File: config.mk
export PLATFORM = sky130hd
export DESIGN_NAME = hazard_ctrl
export DESIGN_NICKNAME = d
export VERILOG_FILES = /design/src/rtl/hazard_pkg.sv /design/src/rtl/fwd_select.sv /design/src/rtl/hazard_ctrl.sv
export SDC_FILE = /design/constraint.sdc
export NUM_CORES = 1
export LEC_CHECK = 0
export BUFFER_PORTS_ARGS = -buffer_cell sky130_fd_sc_hd__buf_2
export CAP_MARGIN = 25
export CORE_AREA = 5 5 49 51
export DETAILED_ROUTE_END_ITERATION = 10
export DIE_AREA = 0 0 54 56
export MAX_ROUTING_LAYER = met4
export PLACE_DENSITY_LB_ADDON = 0.08
export SLEW_MARGIN = 20
export SYNTH_ARGS = -nofsm -noshare
export SYNTH_HDL_FRONTEND = slang
export SYNTH_HIERARCHICAL = 1
export SYNTH_SLANG_ARGS = --single-unit
File: constraint.sdc
create_clock -name clk -period 1.08 [get_ports clk]
set_input_delay 0.108 -clock clk [delete_from_list [all_inputs] [get_ports clk]]
set_output_delay 0.108 -clock clk [all_outputs]
set_load 0.05 [all_outputs]
File: src/rtl/hazard_pkg.sv
// hazard_pkg: shared types for the hazard controller and the E-stage
// operand muxes.
//   fwd_sel_e       : operand source select (none / from W / from M)
//   hz_state_e      : hazard controller FSM states
//   RESULT_SRC_LOAD : ResultSrc encoding that marks a load instruction
//   reg_hit()       : "this writer produces the register being read" test
package hazard_pkg;

  typedef enum logic [1:0] {
    FWD_NONE = 2'b00,
    FWD_W    = 2'b01,
    FWD_M    = 2'b10
  } fwd_sel_e;

  typedef enum logic {
    S_RUN    = 1'b0,
    S_FREEZE = 1'b1
  } hz_state_e;

  localparam logic [1:0] RESULT_SRC_LOAD = 2'b01;

  // x0 is hardwired to zero, so a write to it never produces a value.
  function automatic logic reg_hit(input logic we, input logic [4:0] rd,
                                   input logic [4:0] rs);
    return we && (rd != 5'd0) && (rd == rs);
  endfunction

endpackage

File: src/rtl/fwd_select.sv
// fwd_select: forwarding select for one Execute-stage source operand.
// Ports:
//   rs           in  5  source register read in Execute
//   rd_m         in  5  Memory-stage destination register
//   reg_write_m  in  1  Memory-stage instruction writes rd_m
//   rd_w         in  5  Writeback-stage destination register
//   reg_write_w  in  1  Writeback-stage instruction writes rd_w
//   fwd          out 2  operand source (fwd_sel_e)
module fwd_select
  import hazard_pkg::*;
(
  input  logic [4:0] rs,
  input  logic [4:0] rd_m,
  input  logic       reg_write_m,
  input  logic [4:0] rd_w,
  input  logic       reg_write_w,
  output logic [1:0] fwd
);

  // The M-stage result is younger than W, so it must win.
  always_comb begin
    fwd = FWD_NONE;
    if (reg_hit(reg_write_m, rd_m, rs)) begin
      fwd = FWD_M;
    end else if (reg_hit(reg_write_w, rd_w, rs)) begin
      fwd = FWD_W;
    end
  end

endmodule

File: src/rtl/hazard_ctrl.sv
// hazard_ctrl: pipeline hazard unit. Produces stall, flush and forwarding
// selects for the stage registers: load-use bubble insertion, wrong-path
// squash on taken transfers, EX forwarding, and a full-pipeline freeze while
// data memory is busy. A transfer taken during a freeze is remembered and
// applied exactly once in the release cycle.
// Optional feature macro: HAZARD_PERF_EN adds saturating performance counters.
// Ports:
//   clk, rst                    clock (rising) / async active-high reset
//   Rs1_D, Rs2_D                Decode source registers
//   Rs1_E, Rs2_E, Rd_E          Execute source / destination registers
//   ResultSrc_E                 Execute result select (load marker)
//   Rd_M, RegWrite_M            Memory destination / write enable
//   Rd_W, RegWrite_W            Writeback destination / write enable
//   PCSrc_E                     taken branch/jump pulse
//   mem_busy_M                  data memory not ready
//   Stall_F/D/E/M               hold PC / F->D / D->E / E->M registers
//   Flush_D, Flush_E            clear F->D / D->E registers
//   ForwardA_E, ForwardB_E      operand source selects
//   perf_*_cnt                  stall / flush / freeze counters (HAZARD_PERF_EN)
module hazard_ctrl
  import hazard_pkg::*;
#(
  parameter int CNT_W = 32
) (
  input  logic             clk,
  input  logic             rst,
  input  logic [4:0]       Rs1_D,
  input  logic [4:0]       Rs2_D,
  input  logic [4:0]       Rs1_E,
  input  logic [4:0]       Rs2_E,
  input  logic [4:0]       Rd_E,
  input  logic [1:0]       ResultSrc_E,
  input  logic [4:0]       Rd_M,
  input  logic [4:0]       Rd_W,
  input  logic             RegWrite_M,
  input  logic             RegWrite_W,
  input  logic             PCSrc_E,
  input  logic             mem_busy_M,
  output logic             Stall_F,
  output logic             Stall_D,
  output logic             Stall_E,
  output logic             Stall_M,
  output logic             Flush_D,
  output logic             Flush_E,
  output logic [1:0]       ForwardA_E,
  output logic [1:0]       ForwardB_E
`ifdef HAZARD_PERF_EN
  ,
  output logic [CNT_W-1:0] perf_stall_cnt,
  output logic [CNT_W-1:0] perf_flush_cnt,
  output logic [CNT_W-1:0] perf_freeze_cnt
`endif
);

  // ---------------------------------------------------------------------
  // Forwarding: one selector per operand (0 = A/Rs1, 1 = B/Rs2)
  // ---------------------------------------------------------------------
  logic [4:0] rs_e    [2];
  logic [1:0] fwd_raw [2];

  assign rs_e[0] = Rs1_E;
  assign rs_e[1] = Rs2_E;

  for (genvar gi = 0; gi < 2; gi++) begin : g_fwd
    fwd_select u_fwd (
      .rs          (rs_e[gi]),
      .rd_m        (Rd_M),
      .reg_write_m (RegWrite_M),
      .rd_w        (Rd_W),
      .reg_write_w (RegWrite_W),
      .fwd         (fwd_raw[gi])
    );
  end

  // ---------------------------------------------------------------------
  // Stall / flush FSM
  // ---------------------------------------------------------------------
  hz_state_e state_reg, state_next;
  logic      flush_pend_reg, flush_pend_next;

  logic lw_stall;
  logic stall_f_c, stall_d_c, stall_e_c, stall_m_c;
  logic flush_d_c, flush_e_c;

  assign lw_stall = (ResultSrc_E == RESULT_SRC_LOAD) && (Rd_E != 5'd0) &&
                    ((Rd_E == Rs1_D) || (Rd_E == Rs2_D));

  always_comb begin
    state_next      = state_reg;
    flush_pend_next = flush_pend_reg;
    stall_f_c       = 1'b0;
    stall_d_c       = 1'b0;
    stall_e_c       = 1'b0;
    stall_m_c       = 1'b0;
    flush_d_c       = 1'b0;
    flush_e_c       = 1'b0;

    if (mem_busy_M) begin
      // Frozen: everything holds, nothing is cleared; a transfer seen now
      // is deferred to the release cycle so it is neither lost nor doubled.
      stall_f_c  = 1'b1;
      stall_d_c  = 1'b1;
      stall_e_c  = 1'b1;
      stall_m_c  = 1'b1;
      state_next = S_FREEZE;
      if (state_reg == S_RUN) begin
        flush_pend_next = PCSrc_E;
      end else begin
        flush_pend_next = flush_pend_reg | PCSrc_E;
      end
    end else begin
      // Running or release cycle. flush_pend_reg is only ever set while
      // frozen, so in S_RUN it contributes nothing.
      state_next      = S_RUN;
      flush_pend_next = 1'b0;
      if (PCSrc_E || ((state_reg == S_FREEZE) && flush_pend_reg)) begin
        // Squash wins over a load-use bubble: the dependent instruction is
        // on the wrong path anyway.
        flush_d_c = 1'b1;
        flush_e_c = 1'b1;
      end else if (lw_stall) begin
        stall_f_c = 1'b1;
        stall_d_c = 1'b1;
        flush_e_c = 1'b1;
      end
    end
  end

  always_ff @(posedge clk or posedge rst) begin
    if (rst) begin
      state_reg      <= S_RUN;
      flush_pend_reg <= 1'b0;
    end else begin
      state_reg      <= state_next;
      flush_pend_reg <= flush_pend_next;
    end
  end

  // Outputs are forced inactive for the whole reset interval, not just
  // after the next edge.
  assign Stall_F    = stall_f_c & ~rst;
  assign Stall_D    = stall_d_c & ~rst;
  assign Stall_E    = stall_e_c & ~rst;
  assign Stall_M    = stall_m_c & ~rst;
  assign Flush_D    = flush_d_c & ~rst;
  assign Flush_E    = flush_e_c & ~rst;
  assign ForwardA_E = rst ? FWD_NONE : fwd_raw[0];
  assign ForwardB_E = rst ? FWD_NONE : fwd_raw[1];

`ifdef HAZARD_PERF_EN
  // ---------------------------------------------------------------------
  // Saturating event counters
  // ---------------------------------------------------------------------
  logic             evt [3];
  logic [CNT_W-1:0] cnt_reg [3];

  // A load-use stall is the only case with stall_d but not stall_m.
  assign evt[0] = stall_d_c & ~stall_m_c;
  assign evt[1] = flush_d_c;
  assign evt[2] = stall_m_c;

  for (genvar gi = 0; gi < 3; gi++) begin : g_perf
    always_ff @(posedge clk or posedge rst) begin
      if (rst) begin
        cnt_reg[gi] <= '0;
      end else if (evt[gi] && (cnt_reg[gi] != {CNT_W{1'b1}})) begin
        cnt_reg[gi] <= cnt_reg[gi] + 1'b1;
      end
    end
  end

  assign perf_stall_cnt  = cnt_reg[0];
  assign perf_flush_cnt  = cnt_reg[1];
  assign perf_freeze_cnt = cnt_reg[2];
`endif

endmodule

* Word level (Yosys, flattened, before mapping)
Index checks and enable logic that the tools add are counted.
** Storage, ports and cells
- Register bits after elaboration :: 2
- Logic and storage cells :: 45
- Input port bits :: 43
** Operators by class
- Reduce and logical (&&, ||, !) cells :: 14
- Bitwise logic cells :: 6
- Eq/ne operators :: 7
- Multiplexer cells :: 16
** Operators with widths (number)
- $eq 5x5->1 :: 6
- $reduce_bool 5->1 :: 3
- $mux 1 :: 12
- $logic_and 1x1->1 :: 9
- $mux 2 :: 4
- $and 1x1->1 :: 4
- $eq 2x1->1 const B :: 1
- $logic_or 1x1->1 :: 2
- $not 1->1 :: 1
- $or 1x1->1 :: 1

* Longest topological paths before layout
- Depth in word-level cells :: 7
- Mapped depth :: 5

* Hierarchy
The synthesis kept the hierarchy.
** By module, submodules not included
- fwd_select :: instances 2, area each 151.4 µm², seq. area each 0.0 µm², cells an instance 20
- hazard_ctrl :: instances 1, area each 286.5 µm², seq. area each 50.0 µm², cells an instance 36

* Least setup slack after synthesis
OpenSTA, ideal clock, no wires.
- Kind :: reg-to-output
- Start point :: register flush_pend_reg
- End point :: output Stall_F
- Data required time :: 972 ps
- Setup slack :: -921 ps
- Arrival time :: 1893 ps
- Cell stages (with the launch flop) :: 5
- Path through :: dfrtp_1 > a21oi_1 > o211ai_2 > o22ai_1 > buf_4
** Between the ends
- Cells in the longest elaborated chain, start to end :: 5
** Ends and longest elaborated chain
- from (decl) :: RTL line hazard_ctrl.sv:79 : logic flush_pend_reg, flush_pend_next;
- from (signal assigned) :: RTL line hazard_ctrl.sv:135 : flush_pend_reg <= flush_pend_next;
- $logic_and 1x1->1 :: RTL line hazard_ctrl.sv:116 : if (PCSrc_E || ((state_reg == S_FREEZE) && flush_pend_reg)) begin
- $logic_or 1x1->1 :: RTL line hazard_ctrl.sv:116
- $mux 1 (2 in series)
- $and 1x1->1
- to (decl) :: RTL line hazard_ctrl.sv:39 : output logic Stall_F,
Every way passes these cells.

* Worst setup path after layout
- Start point :: input Rd_E[4]
- End point :: output Stall_F
** Between the ends
- Cells in the longest elaborated chain, start to end :: 7
- Elaborated cells on any way between the ends :: 10
- Classes of those cells :: eq/ne (2); mux (3); bitwise (1); reduce/logical (4)
** Ends and longest elaborated chain
- from (decl) :: RTL line hazard_ctrl.sv:31 : input logic [4:0] Rd_E,
- $eq 5x5->1 / $reduce_bool 5->1 (equally long branches) :: RTL line hazard_ctrl.sv:86, hazard_ctrl.sv:85
- $logic_or 1x1->1 / $logic_and 1x1->1 (equally long branches) :: RTL line hazard_ctrl.sv:86, hazard_ctrl.sv:85
- $logic_and 1x1->1 * :: RTL line hazard_ctrl.sv:85 : assign lw_stall = (ResultSrc_E == RESULT_SRC_LOAD) && (Rd_E != 5'd0) &&
- $mux 1 * :: RTL line hazard_ctrl.sv:121 : end else if (lw_stall) begin
- $mux 1 * :: RTL line hazard_ctrl.sv:116
- $mux 1 * :: RTL line hazard_ctrl.sv:98 : if (mem_busy_M) begin
- $and 1x1->1 * :: RTL line hazard_ctrl.sv:141 : assign Stall_F = stall_f_c & ~rst;
Every way passes the cells marked *; elsewhere a longest branch is shown, timed or not.

==> metrics.yaml <==
wl_per_cell_um: 13.13
failed_checks: "negative setup slack"
dpl_worst_slack_ns: -0.3578
cpPeakStageDelay_ns: 0.55
powerDensity_nw_per_um2: 563.2
highest_layer: "met4"
grt_max_degree: 8
yosysMostFrequentCell: "xor2_1"
grt_usage_pct: 14.86
syn_nets: 119
holdWs_ns: 0.06463
layout-drive-gt1-share_pct: 67.14
synth_edf_count: 0
place_area_um2: 1032
dp.cells: 164
worst_pin_slew_ns: 0.3164
clk_pin_slew_ns: 0.03
layout_setup_ws_ns: -0.2687
worstPathArrival_ns: 1.24
numClockSinks: 2
hold_class: "primary input to asynchronous set/reset pin"
slew_headroom_pct: 78.71
ys_ff_latch: 2
fin_crit_sh_pct: 124.9
synthFlopType: "dfrtp_1"
start_util_pct: 30.99
slowest_stage: "or4_4"
yosysTopAreaCell: "xor2_1"
maxCapViolations: 0
core_um2: 1902
async_flop_share_pct: 100.0
postCtsSetupBuffers: 0
hold_buffers: 0
ys_seq_area_share_pct: 8.493
antenna_found_initial: 0
yosysWarnings: 6
finalCriticalPeriod_ns: 1.349
cp_cell_sequence: "buf_8 > or4_4 > o211ai_2 > o22ai_4 > buf_6"
m1WireLength_um: 886
hold_violations: 0
h-tree-depth: 1
vias: 769
yosys-top-cells-count: "xor2_1, xnor2_1, nor2_1"
gp_congestion: 0.7006
rows: 16
instances_no_fill: 167
max_freq_mhz: 741.5
dieArea_um2: 3024
num_antenna_cells: 0
status: "finished, violations left"
final_area_um2: 1294
grt_pass1_vias: 856
wirelength_mm: 2.192
die_w_um: 54
met2RoutedLength_mm: 1.175
root_buffer: "clkbuf_4"
synth_area_per_cell_um2: 7.754
syn_inst: 76
synthDominantCellAreaShare_pct: 23.78
drc: 0
synth.distinct_cells: 22
worstSetupPathType: "primary input to primary output"
fp.dieH_um: 56
fin_worst_skew_ns: 0.003619
cts_buffer_depth: 2
areaGrowthSynthToFinish_pct: 119.5
max-vdd-ir-drop_mv: 0.5564
grt_pass1_wl_mm: 3.463
num_io_pins: 53
cts_tree: "done"
drtIter0Drc: 3
nets: 185
setup-violations-final: 8
worstSkewPairLatency_ns: 0.22
port_buffers: 52
cp_max_fo: 3
start_kind: "primary input"
numCtsBuffers: 3
drtPass1Iterations: 2
rsz0062_at_grt: "true"
synth_area_leaders: "xor2_1, xnor2_1, dfrtp_1, o41ai_2, nor3_2"
route.met3.wl_um: 116
place_hpwl_mm: 1.743
ant_nets: 0
required_ns: 0.97
cp-end-kind: "primary output"
finalMaxSlewViolations: 0
gr-total-overflow: 0
viasPerCell: 4.605
netlist_area_um2: 589.3
leakagePower_nw: 0.5621
## layout make-up
type                            count  area, um2
Fill cell                         165      608.1
Sequential cell                     2      50.05
Inverter                            2      7.507
Timing Repair Buffer               63      509.2
Tap cell                           27      33.78
Multi-Input combinational cell     70      670.6
Clock buffer                        3      22.52
## layer usage
| metal | global-route usage [%] | vias to the layer above |
|---|---|---|
| met5 | - | - |
| met4 | 5.338 | 0 |
| met3 | 0.5362 | 2 |
| met2 | 25.61 | 26 |
| met1 | 17.76 | 345 |
| li1 | - | 396 |
## cell usage in the layout, fill, tap and decap left out, types with 3 or more instances in the layout
master | synthesis | final
buf_2 | 0 | 29
buf_4 | 2 | 12
buf_6 | 0 | 15
buf_8 | 0 | 7
clkbuf_4 | 0 | 3
nand2_1 | 5 | 5
nand3_1 | 4 | 3
nor2_1 | 7 | 4
nor2_2 | 0 | 3
nor2b_4 | 0 | 4
nor3_1 | 5 | 4
nor3_2 | 3 | 4
xnor2_1 | 10 | 6
xnor2_2 | 0 | 4
xor2_1 | 16 | 16
## worst max-delay path, delay by kind of cell
kind / cells / cell delay (ns)
AND/OR/NAND/NOR: 1 / 0.55
AO/OA/AOI/OAI: 2 / 0.32
buffers and inverters: 2 / 0.26
## worst paths after layout
kind / startpoint / end / slack (ns) / cells after the start
setup / recovery: Rd_E[4] / Stall_F / -0.27 / 5
min in group clk: mem_busy_M / state_reg$_DFF_PP0_ / 0.07 / 1
max in group asynchronous: rst / state_reg$_DFF_PP0_ / 0.92 / 4
hold reg to reg: flush_pend_reg$_DFF_PP0_ / flush_pend_reg$_DFF_PP0_ / 0.70 / 3
setup reg to reg: state_reg$_DFF_PP0_ / flush_pend_reg$_DFF_PP0_ / 0.22 / 3
hold / removal: rst / flush_pend_reg$_DFF_PP0_ / 0.06 / 4
## report_power, final
| part | internal [mW] | switching, mW |
|---|---|---|
| logic | 0.244 | 0.240 |
| clock network | 0.122 | 0.0390 |
| registers | 0.0798 | 0.00344 |
| total | 0.446 | 0.282 |
## metrics by stage
step	total power [mW]	utilization (%)	setup TNS, ns
global route	0.7903	68.03	-2.136
global placement	0.4724	54.28	-2.204
detailed placement	0.4792	54.28	-2.292
finish	0.7287	68.03	-1.658
floorplan	0.2920	-	-0.9670
CTS	0.7138	64.41	-1.699
## kinds of logic (layout without fill, tap and decap cells)
family | Yosys count | in the layout | synth area share (%)
simple gates | 32 | 32 | 29.94
xor+xnor | 26 | 26 | 38.64
compound gates | 12 | 12 | 19.11
buf+inv | 4 | 68 | 3.821
flops | 2 | 2 | 8.493
## what timing repair did
action / in CTS / in global routing
setup endpoints to repair: 8 / 8
gates resized for setup: 43 / 20
pin swaps: 22 / 13
No activity file was read; power rests on OpenSTA's default activity.
